## src/rtl/rr_dispatch_collect_if.sv

```systemverilog
// Handshake and unit-array bundle for rr_dispatch_collect.
// The master side is the request source, the downstream sink and the compute units.
interface rr_dispatch_collect_if #(
  parameter int unsigned ARG_W   = 16,
  parameter int unsigned RES_W   = 16,
  parameter int unsigned N_UNITS = 4
) ();
  logic                       up_vld;
  logic                       up_rdy;
  logic [ARG_W-1:0]           up_data;
  logic [N_UNITS-1:0]         unit_start;
  logic [ARG_W-1:0]           unit_arg;
  logic [N_UNITS-1:0]         unit_done;
  logic [N_UNITS*RES_W-1:0]   unit_res;
  logic                       down_vld;
  logic                       down_rdy;
  logic [RES_W-1:0]           down_data;

  modport master (
    output up_vld, up_data, unit_done, unit_res, down_rdy,
    input  up_rdy, unit_start, unit_arg, down_vld, down_data
  );

  modport slave (
    input  up_vld, up_data, unit_done, unit_res, down_rdy,
    output up_rdy, unit_start, unit_arg, down_vld, down_data
  );
endinterface

```

## src/rtl/rr_dispatch_collect.sv

```systemverilog
// Round-robin dispatcher over N_UNITS variable-latency units; results are
// collected per slot and returned downstream strictly in issue order.
module rr_dispatch_collect #(
  parameter int unsigned ARG_W   = 16,
  parameter int unsigned RES_W   = 16,
  parameter int unsigned N_UNITS = 4
) (
  input  logic                           clk,
  input  logic                           rst,
  rr_dispatch_collect_if.slave           bus,
  output logic [$clog2(N_UNITS+1)-1:0]   inflight,
  output logic                           err_spurious
);

  localparam int unsigned PtrW = $clog2(N_UNITS);
  localparam int unsigned CntW = $clog2(N_UNITS + 1);

  typedef enum logic [1:0] {StIdle, StBusy, StDone} slot_e;

  slot_e            slot_q [N_UNITS];
  slot_e            slot_d [N_UNITS];
  logic [RES_W-1:0] res_q  [N_UNITS];
  logic [RES_W-1:0] res_d  [N_UNITS];

  logic [PtrW-1:0]  wr_ptr_q, wr_ptr_d;
  logic [PtrW-1:0]  rd_ptr_q, rd_ptr_d;
  logic             down_vld_q, down_vld_d;
  logic [RES_W-1:0] down_data_q, down_data_d;
  logic [CntW-1:0]  inflight_q, inflight_d;
  logic             err_q, err_d;

  logic             accept;
  logic             drain;
  logic [ARG_W-1:0] arg;
  logic [CntW-1:0]  busy_cnt;

  function automatic logic [PtrW-1:0] ptr_inc(input logic [PtrW-1:0] p);
    return (p == PtrW'(N_UNITS - 1)) ? '0 : p + PtrW'(1);
  endfunction

  // State register
  always_ff @(posedge clk) begin
    if (rst) begin
      for (int unsigned i = 0; i < N_UNITS; i++) begin
        slot_q[i] <= StIdle;
        res_q[i]  <= '0;
      end
      wr_ptr_q    <= '0;
      rd_ptr_q    <= '0;
      down_vld_q  <= 1'b0;
      down_data_q <= '0;
      inflight_q  <= '0;
      err_q       <= 1'b0;
    end else begin
      for (int unsigned i = 0; i < N_UNITS; i++) begin
        slot_q[i] <= slot_d[i];
        res_q[i]  <= res_d[i];
      end
      wr_ptr_q    <= wr_ptr_d;
      rd_ptr_q    <= rd_ptr_d;
      down_vld_q  <= down_vld_d;
      down_data_q <= down_data_d;
      inflight_q  <= inflight_d;
      err_q       <= err_d;
    end
  end

  // Next-state logic
  always_comb begin
    wr_ptr_d    = wr_ptr_q;
    rd_ptr_d    = rd_ptr_q;
    down_vld_d  = down_vld_q;
    down_data_d = down_data_q;
    err_d       = err_q;
    busy_cnt    = '0;
    for (int unsigned i = 0; i < N_UNITS; i++) begin
      slot_d[i] = slot_q[i];
      res_d[i]  = res_q[i];
      case (slot_q[i])
        StIdle: if (accept && (wr_ptr_q == PtrW'(i))) slot_d[i] = StBusy;
        StBusy: begin
          if (bus.unit_done[i]) begin
            slot_d[i] = StDone;
            res_d[i]  = bus.unit_res[i*RES_W +: RES_W];
          end
        end
        StDone: if (drain && (rd_ptr_q == PtrW'(i))) slot_d[i] = StIdle;
        default: slot_d[i] = StIdle;
      endcase
      // A done pulse for a slot that is not waiting on its unit is dropped but remembered.
      if (bus.unit_done[i] && (slot_q[i] != StBusy)) err_d = 1'b1;
      if (slot_d[i] != StIdle) busy_cnt = busy_cnt + CntW'(1);
    end

    if (accept) wr_ptr_d = ptr_inc(wr_ptr_q);

    if (drain) begin
      down_vld_d  = 1'b1;
      down_data_d = res_q[rd_ptr_q];
      rd_ptr_d    = ptr_inc(rd_ptr_q);
    end else if (bus.down_rdy) begin
      down_vld_d  = 1'b0;
    end

    inflight_d = busy_cnt;
  end

  // Outputs and handshake decode
  always_comb begin
    arg            = bus.up_data;
    bus.up_rdy     = !rst && (slot_q[wr_ptr_q] == StIdle);
    accept         = bus.up_vld && bus.up_rdy;
    // Output register is free when empty or being consumed this cycle.
    drain          = (slot_q[rd_ptr_q] == StDone) && (!down_vld_q || bus.down_rdy);
    bus.unit_start = '0;
    if (accept) bus.unit_start[wr_ptr_q] = 1'b1;
    bus.unit_arg   = arg;
    bus.down_vld   = down_vld_q;
    bus.down_data  = down_data_q;
    inflight       = inflight_q;
    err_spurious   = err_q;
  end

endmodule

```

## src/flat_wrapper.sv

```systemverilog
// flat-port wrapper written by rule: the top's interface ports become plain ports
module rr_dispatch_collect_flat 
#(
  parameter int unsigned ARG_W   = 16,
  parameter int unsigned RES_W   = 16,
  parameter int unsigned N_UNITS = 4
)
  (clk, rst, inflight, err_spurious, bus_up_vld, bus_up_data, bus_unit_done, bus_unit_res, bus_down_rdy, bus_up_rdy, bus_unit_start, bus_unit_arg, bus_down_vld, bus_down_data);
  rr_dispatch_collect_if #(.ARG_W(ARG_W), .RES_W(RES_W), .N_UNITS(N_UNITS)) bus_i ();
  input  logic clk;
  input  logic rst;
  output logic [$clog2(N_UNITS+1)-1:0] inflight;
  output logic err_spurious;
  input wire logic [$bits(bus_i.up_vld)-1:0] bus_up_vld;
  input wire logic [$bits(bus_i.up_data)-1:0] bus_up_data;
  input wire logic [$bits(bus_i.unit_done)-1:0] bus_unit_done;
  input wire logic [$bits(bus_i.unit_res)-1:0] bus_unit_res;
  input wire logic [$bits(bus_i.down_rdy)-1:0] bus_down_rdy;
  output wire logic [$bits(bus_i.up_rdy)-1:0] bus_up_rdy;
  output wire logic [$bits(bus_i.unit_start)-1:0] bus_unit_start;
  output wire logic [$bits(bus_i.unit_arg)-1:0] bus_unit_arg;
  output wire logic [$bits(bus_i.down_vld)-1:0] bus_down_vld;
  output wire logic [$bits(bus_i.down_data)-1:0] bus_down_data;
  assign bus_i.up_vld = bus_up_vld;
  assign bus_i.up_data = bus_up_data;
  assign bus_i.unit_done = bus_unit_done;
  assign bus_i.unit_res = bus_unit_res;
  assign bus_i.down_rdy = bus_down_rdy;
  assign bus_up_rdy = bus_i.up_rdy;
  assign bus_unit_start = bus_i.unit_start;
  assign bus_unit_arg = bus_i.unit_arg;
  assign bus_down_vld = bus_i.down_vld;
  assign bus_down_data = bus_i.down_data;
  rr_dispatch_collect #(.ARG_W(ARG_W), .RES_W(RES_W), .N_UNITS(N_UNITS)) u_core (.clk(clk), .rst(rst), .bus(bus_i), .inflight(inflight), .err_spurious(err_spurious));
endmodule
```

## config.mk

```make
export PLATFORM = sky130hd
export DESIGN_NAME = rr_dispatch_collect_flat
export DESIGN_NICKNAME = d
export VERILOG_FILES = /design/src/rtl/rr_dispatch_collect_if.sv /design/src/rtl/rr_dispatch_collect.sv /design/src/flat_wrapper.sv
export SDC_FILE = /design/constraint.sdc
export NUM_CORES = 1
export LEC_CHECK = 0
export CAP_MARGIN = 20
export CORE_ASPECT_RATIO = 0.8
export CORE_MARGIN = 2
export CORE_UTILIZATION = 50
export CTS_CLUSTER_DIAMETER = 200
export DETAILED_ROUTE_END_ITERATION = 7
export DONT_BUFFER_PORTS = 1
export GPL_ROUTABILITY_DRIVEN = 0
export PLACE_DENSITY = 0.75
export SLEW_MARGIN = 20
export SYNTH_ARGS = -nofsm -noshare
export SYNTH_HDL_FRONTEND = slang
export SYNTH_SLANG_ARGS = --single-unit
export TNS_END_PERCENT = 30
```

## constraint.sdc

```tcl
create_clock -name clk -period 3.7 [get_ports clk]
set_clock_uncertainty 0.2 [all_clocks]
set_input_delay 0.74 -clock clk [delete_from_list [all_inputs] [get_ports clk]]
set_output_delay 0.74 -clock clk [all_outputs]
set_load 0.01 [all_outputs]
```

==> results.txt, run 1 <==
Status -> complete, no violations
Clk root buf -> clkbuf_16
Yosys cell types -> 34
Fmax achieved -> 316 MHz
CP required -> 3780 ps
Area leader, netlist -> edfxtp_1
Final min period -> 3160 ps
Seq pwr share -> 51.7%
Chip width -> 111 um
Endpoint of the worst hold path -> u_core.bus.down_data[2]
Layout Nets -> 460
Total grt overflow -> 0
Finished Core Util -> 54.8%
Setup slack, reg-to-reg -> 540 ps
CTS Hold Bufs -> 0
Clock Pin Slew Worst Setup and Hold Paths -> 70 ps
Routed length per instance -> 19.3 um
All-Layer GR Usage -> 19.3%
Setup crit start kind -> flop
Hold Path Class -> input pin to flop
HP Start -> rst
Actual slew at the worst max-slew pin -> 970 ps
Postcts setup bufs -> 0
Clock buffer depth -> 2
DRT iter0 DRCs -> 105
Core area -> 8960 sq um
Pint -> 1.92 mW
# setup viols final -> 0
Largest net degree at the start of global routing -> 40
Initial antenna violation count -> 2
Synth top area cells -> edfxtp_1 (42%), dfxtp_1 (16%), and2_1 (9.0%)
Sw Share -> 22.3%
Synthesis-to-finish area growth -> 7.16%
Pwr/cell area -> 503 nW/um^2
Routed Wire Length -> 9.33 mm
Avg Inst Size Synth -> 12.1 sq um
Vias in the first global route -> 2,667
Clock Latency Late Sink -> 350 ps
Die area -> 9950 sq um
Die Height -> 89.6 um
Seq/Total Area, Yosys -> 58.1%
Comb pwr share -> 6.5%
Hpwl dp -> 6.43 mm
Max Cap Viol -> 0
Fin worst setup slack -> 538 ps
Max transition margin -> 35.1%
Crit path DAT -> 3240 ps
# IOs -> 130
Vias/cell -> 5.50
Crit end category -> flop
Post-cts sizing count -> 0
First-pass detailed-route iteration total -> 4
Crit-path cells -> nor2_1, mux4_2, and2_1, nand2_1, a22oi_1, inv_1, ha_1, inv_1, nor3_1, nor2_1, ha_1, a211o_1, a21oi_1
Synth Cell Area -> 4580 sq um
Yosys Warn Count -> 0
Layout cells sized above 1 -> 12.3%
Switching pwr -> 549 uW
Fin. Hold Viols -> 0
Worst reg2reg path depth -> 13
Worst vdd ir -> 0.000344 V
Rows -> 31
Unrepaired setup endpoints after global routing -> false
Syn_nets -> 478
CP Class -> flop to flop
Synth Instances -> 379
Total power -> 2.47 mW
Port Buffers -> 0
Reg-to-reg endpoint -> u_core.inflight[2]
Area share of the largest cell type after synthesis -> 42.0%
Crit path largest cell delay -> 360 ps
Final Cycle Share -> 85.5%
Clk pwr share -> 41.9%
Slowest CP cell -> dfxtp_1
DRC -> 0
Critical path fanouts, max -> 6
Leakage -> 1.79 nW
Yosys reg bits -> 101
Routed via count -> 2,658
Place WS -> 370 ps
Initial core utilization -> 51.1%
Worst setup path startpoint -> u_core.slot_q[1][0]
Sinks on the clock net -> 101
Fin Setup TNS -> 0 ps
Worst R2R Start -> u_core.slot_q[1][0]
Worst hold path depth -> 1
H-tree depth -> 3
Slew Limit Fails -> 0
Antenna-violating nets left -> 0
First-pass GRT wire length -> 14.4 mm
Num CTS Buffers -> 9
CTS tree -> yes
## placed cells by master, fill, tap and decap left out, types with 2 or more instances in the layout
cell	n
clkbuf_16	9
or2_2	2
and2_1	66
o31ai_1	2
nor2_1	10
o21a_1	2
nand3b_1	3
nor3_1	6
diode_2	2
ha_1	11
nand2b_1	10
o21bai_1	2
o211ai_1	2
clkinv_4	2
mux4_2	18
a22oi_1	2
nor2b_1	2
a21oi_1	27
inv_1	13
bufinv_16	2
nand3_1	2
buf_4	4
a21o_1	5
dfxtp_1	37
edfxtp_1	64
mux2_2	3
o21ai_1	2
inv_6	2
nand2_1	46
## synth_stat cells
library cell	instances
a211o_1	1
a21o_1	5
a21oi_1	27
a222oi_1	1
a22o_1	1
a22oi_1	2
a311oi_2	1
and2_1	66
and3_1	1
buf_2	1
buf_4	16
clkbuf_1	16
dfxtp_1	37
edfxtp_1	64
ha_1	11
inv_1	13
mux2_2	3
mux2i_1	1
mux4_2	18
nand2_1	46
nand2b_1	10
nand3_1	2
nand3b_1	3
nor2_1	11
nor2b_1	2
nor3_1	6
o211ai_1	2
o21a_1	2
o21ai_0	1
o21ai_1	2
o21bai_1	2
o31ai_1	2
or2_2	2
or4_1	1
## layout make-up
class,count,area [sq um]
Sequential cell,101,2660
Clock buffer,9,225
Fill cell,717,4050
Inverter,13,48.8
Multi-Input combinational cell,232,1690
Tap cell,115,144
Timing Repair Buffer,4,30.0
Clock inverter,7,106
Antenna cell,2,5.00
## cell families (layout without fill, tap and decap cells)
group | after synthesis | after routing | share of synthesized area, %
buffers and inverters | 46 | 33 | 5.11
other | 0 | 2 | 0
and+or+nand+nor | 150 | 150 | 17.3
AOI/OAI and AO/OA | 49 | 49 | 6.67
muxes | 22 | 22 | 9.81
adders and majority gates | 11 | 11 | 3.01
DFF | 101 | 101 | 58.1
## power by group through the flow
stage	Clock, mW	Combinational (mW)	Sequential [mW]
after floorplan	0	0.150	1.29
after global placement	0	0.155	1.30
after detailed placement	0	0.160	1.30
after CTS	1.04	0.161	1.27
after global routing	1.09	0.179	1.28
final	1.03	0.159	1.27
## layer usage
layer | vias to the layer above | track usage [%] | wire length (um)
met5 | - | 0 | 0
met4 | 0 | 6.48 | 124
met3 | 14 | 6.78 | 768
met2 | 110 | 32.2 | 4540
met1 | 1259 | 24.2 | 3900
li1 | 1275 | - | -
## state kept, by name (all words and copies together) (netlist names), named ones only
signal,flops
u_core.rd_ptr_q,2
u_core.inflight,3
u_core.bus.down_data,16
u_core.res_q,64
u_core.wr_ptr_q,2
u_core.err_spurious,1
u_core.bus.down_vld,1
u_core.slot_q,8
## worst max-delay path by stage
stage                               endpoint
after global placement    u_core.inflight[2]
after detailed placement  u_core.inflight[2]
after CTS                 u_core.inflight[2]
after floorplan           u_core.inflight[2]
after global routing      u_core.inflight[2]
final                     u_core.inflight[2]
## stage by stage
| step | cell area (sq um) | hold WS, ps | std cells |
|---|---|---|---|
| floorplan | 4580 | 263 | 379 |
| global placement | 4570 | 290 | 465 |
| detailed placement | 4570 | 299 | 465 |
| CTS | 4900 | 249 | 481 |
| global route | 4900 | 248 | 482 |
| finish | 4910 | 257 | 483 |
## critical path: cells and delay by family, from the launching register on
family / cells / cell delay (ps)
AO/OA/AOI/OAI: 3 / 590
adder cells (fa/ha/maj): 2 / 510
buffers and inverters: 2 / 130
flip-flops: 1 / 360
multiplexers: 1 / 320
AND/OR/NAND/NOR: 5 / 970
No activity file was read; power rests on OpenSTA's default activity.
==> inputs of run 2 (changes only) <==
==> constraint.sdc (replaced) <==
create_clock -name clk -period 3.7 [get_ports clk]
set_clock_uncertainty 0.2 [all_clocks]
set_input_delay 0.37 -clock clk [delete_from_list [all_inputs] [get_ports clk]]
set_output_delay 0.37 -clock clk [all_outputs]
set_load 0.01 [all_outputs]
==> results.txt, run 2 (same netlist as run 1, synthesis figures left out) <==
Finished Core Util -> 54.6%
Setup crit start kind -> flop
Fin worst setup slack -> 603 ps
CP required -> 3760 ps
Initial core utilization -> 51.1%
CTS tree -> yes
Total grt overflow -> 0
Place WS -> 676 ps
Clock Pin Slew Worst Setup and Hold Paths -> 70 ps
Hold Path Class -> input pin to flop
Design Area, Final -> 4890 sq um
Most flop-heavy register -> u_core.res_q
DRC -> 0
Num CTS Buffers -> 9
Clk root buf -> clkbuf_16
Total power -> 2.37 mW
Hold WS -> 22.1 ps
Synthesis-to-finish area growth -> 6.75%
Clock buffer depth -> 2
Vias/cell -> 5.51
Hpwl dp -> 6.35 mm
First-pass GRT wire length -> 14.3 mm
Pwr/cell area -> 484 nW/um^2
Die Height -> 89.6 um
Max Cap Viol -> 0
Status -> complete, no violations
Max FFs per register -> 64
Routed length per instance -> 19.1 um
Fin. Hold Viols -> 0
Non-filler cells, final -> 483
Pint -> 1.84 mW
DRT iter0 DRCs -> 98
# setup viols final -> 0
Routed Wire Length -> 9.24 mm
Max transition margin -> 30.6%
Post-cts sizing count -> 0
Antenna-violating nets left -> 0
Switching pwr -> 523 uW
# IOs -> 130
Vias in the first global route -> 2,613
Layout Nets -> 460
Leakage -> 1.78 nW
Post-DP Area -> 4560 sq um
H-tree depth -> 3
Actual slew at the worst max-slew pin -> 1040 ps
Largest net degree at the start of global routing -> 33
All-Layer GR Usage -> 19.5%
Seq pwr share -> 53.8%
Sw Share -> 22.1%
Routed via count -> 2,660
Crit path DAT -> 3160 ps
Most frequent CP cell -> ha_1
Comb pwr share -> 7.0%
Multi-input logic area -> 1690 sq um
First-pass detailed-route iteration total -> 4
Final min period -> 3100 ps
Slowest CP cell -> mux4_2
Worst vdd ir -> 0.000316 V
Rows -> 31
Placed cells -> 464
CP Class -> flop to flop
Core area -> 8960 sq um
Fin Setup TNS -> 0 ps
Slew Limit Fails -> 0
Reg area -> 2660 sq um
Die area -> 9950 sq um
Clock Latency Late Sink -> 330 ps
Critical path fanouts, max -> 7
Commonest non-fill, non-tap cells in the layout -> and2_1 (66), edfxtp_1 (64), nand2_1 (46), dfxtp_1 (37), a21oi_1 (27)
Sinks on the clock net -> 101
Port Buffers -> 0
Chip width -> 111 um
Clk pwr share -> 39.1%
Fillers -> 758
Final Cycle Share -> 83.7%
Unrepaired setup endpoints after global routing -> false
Fmax achieved -> 323 MHz
Layout cells sized above 1 -> 12.3%
Commonest non-fill, non-tap cell in the layout -> and2_1
Initial antenna violation count -> 2
Crit end category -> flop
Crit-path cells -> nand2b_1, mux4_2, nor2b_1, a21o_1, a22o_1, ha_1, inv_1, nor3_1, nor2_1, ha_1, a211o_1, a21oi_1
Crit path largest cell delay -> 550 ps
[run 2: cell types whose count changed in the layout (fill, tap and decap cells not counted)]
cell and delta:
clkinv_2 +1, nor2_1 -1, inv_8 -1, nor2_2 +1
buf_4 -1, bufinv_16 -1, clkinvlp_4 +1, buf_12 +1
clkinv_1 +1, clkinv_4 -1
[run 2: cell type report]
cell class	count	area share, %
Clock inverter	7	1.48
Inverter	13	0.998
Clock buffer	9	4.61
Sequential cell	101	54.5
Multi-Input combinational cell	232	34.5
Timing Repair Buffer	4	0.870
Tap cell	115	2.94
Antenna cell	2	0.102
[run 2: timing repair]
item                                   in CTS  in global routing
hold buffers                                1                  0
endpoints found under the hold margin      36                  0
buffers inserted                            0                  0
[run 2: routing by layer]
metal  vias to the layer above  wire length (um)  GRT usage, %  share of wire (%)
li1                       1278                 -             -                  -
met1                      1268              3900          25.4                 42
met2                       102              4490          31.6                 49
met3                        12               742          7.25                8.0
met4                         0               104          5.34                1.1
met5                         -                 0             0                  0
[run 2: path summary, 6_finish.rpt]
kind | slack, ps | from | cells after the start | to
max | 600 | u_core.slot_q[2][1] | 12 | u_core.inflight[2]
min | 20 | rst | 2 | u_core.inflight[0]
max reg2reg | 600 | u_core.slot_q[2][1] | 12 | u_core.inflight[2]
min reg2reg | 310 | u_core.slot_q[0][1] | 1 | u_core.slot_q[0][0]
[run 2: worst max-delay path, delay by kind of cell, from the launching register on]
family,cells,cell delay (ps)
compound gates,4,670
buf+inv,1,50
mux,1,550
flops,1,460
simple gates,4,720
fa+ha+maj,2,370
[run 2: power by group through the flow]
| stage | logic, mW | clock network [mW] | registers (mW) |
|---|---|---|---|
| finish | 0.166 | 0.925 | 1.27 |
| global route | 0.187 | 0.995 | 1.28 |
| CTS | 0.167 | 0.941 | 1.27 |
| detailed placement | 0.159 | 0 | 1.30 |
| global placement | 0.156 | 0 | 1.30 |
| floorplan | 0.150 | 0 | 1.29 |
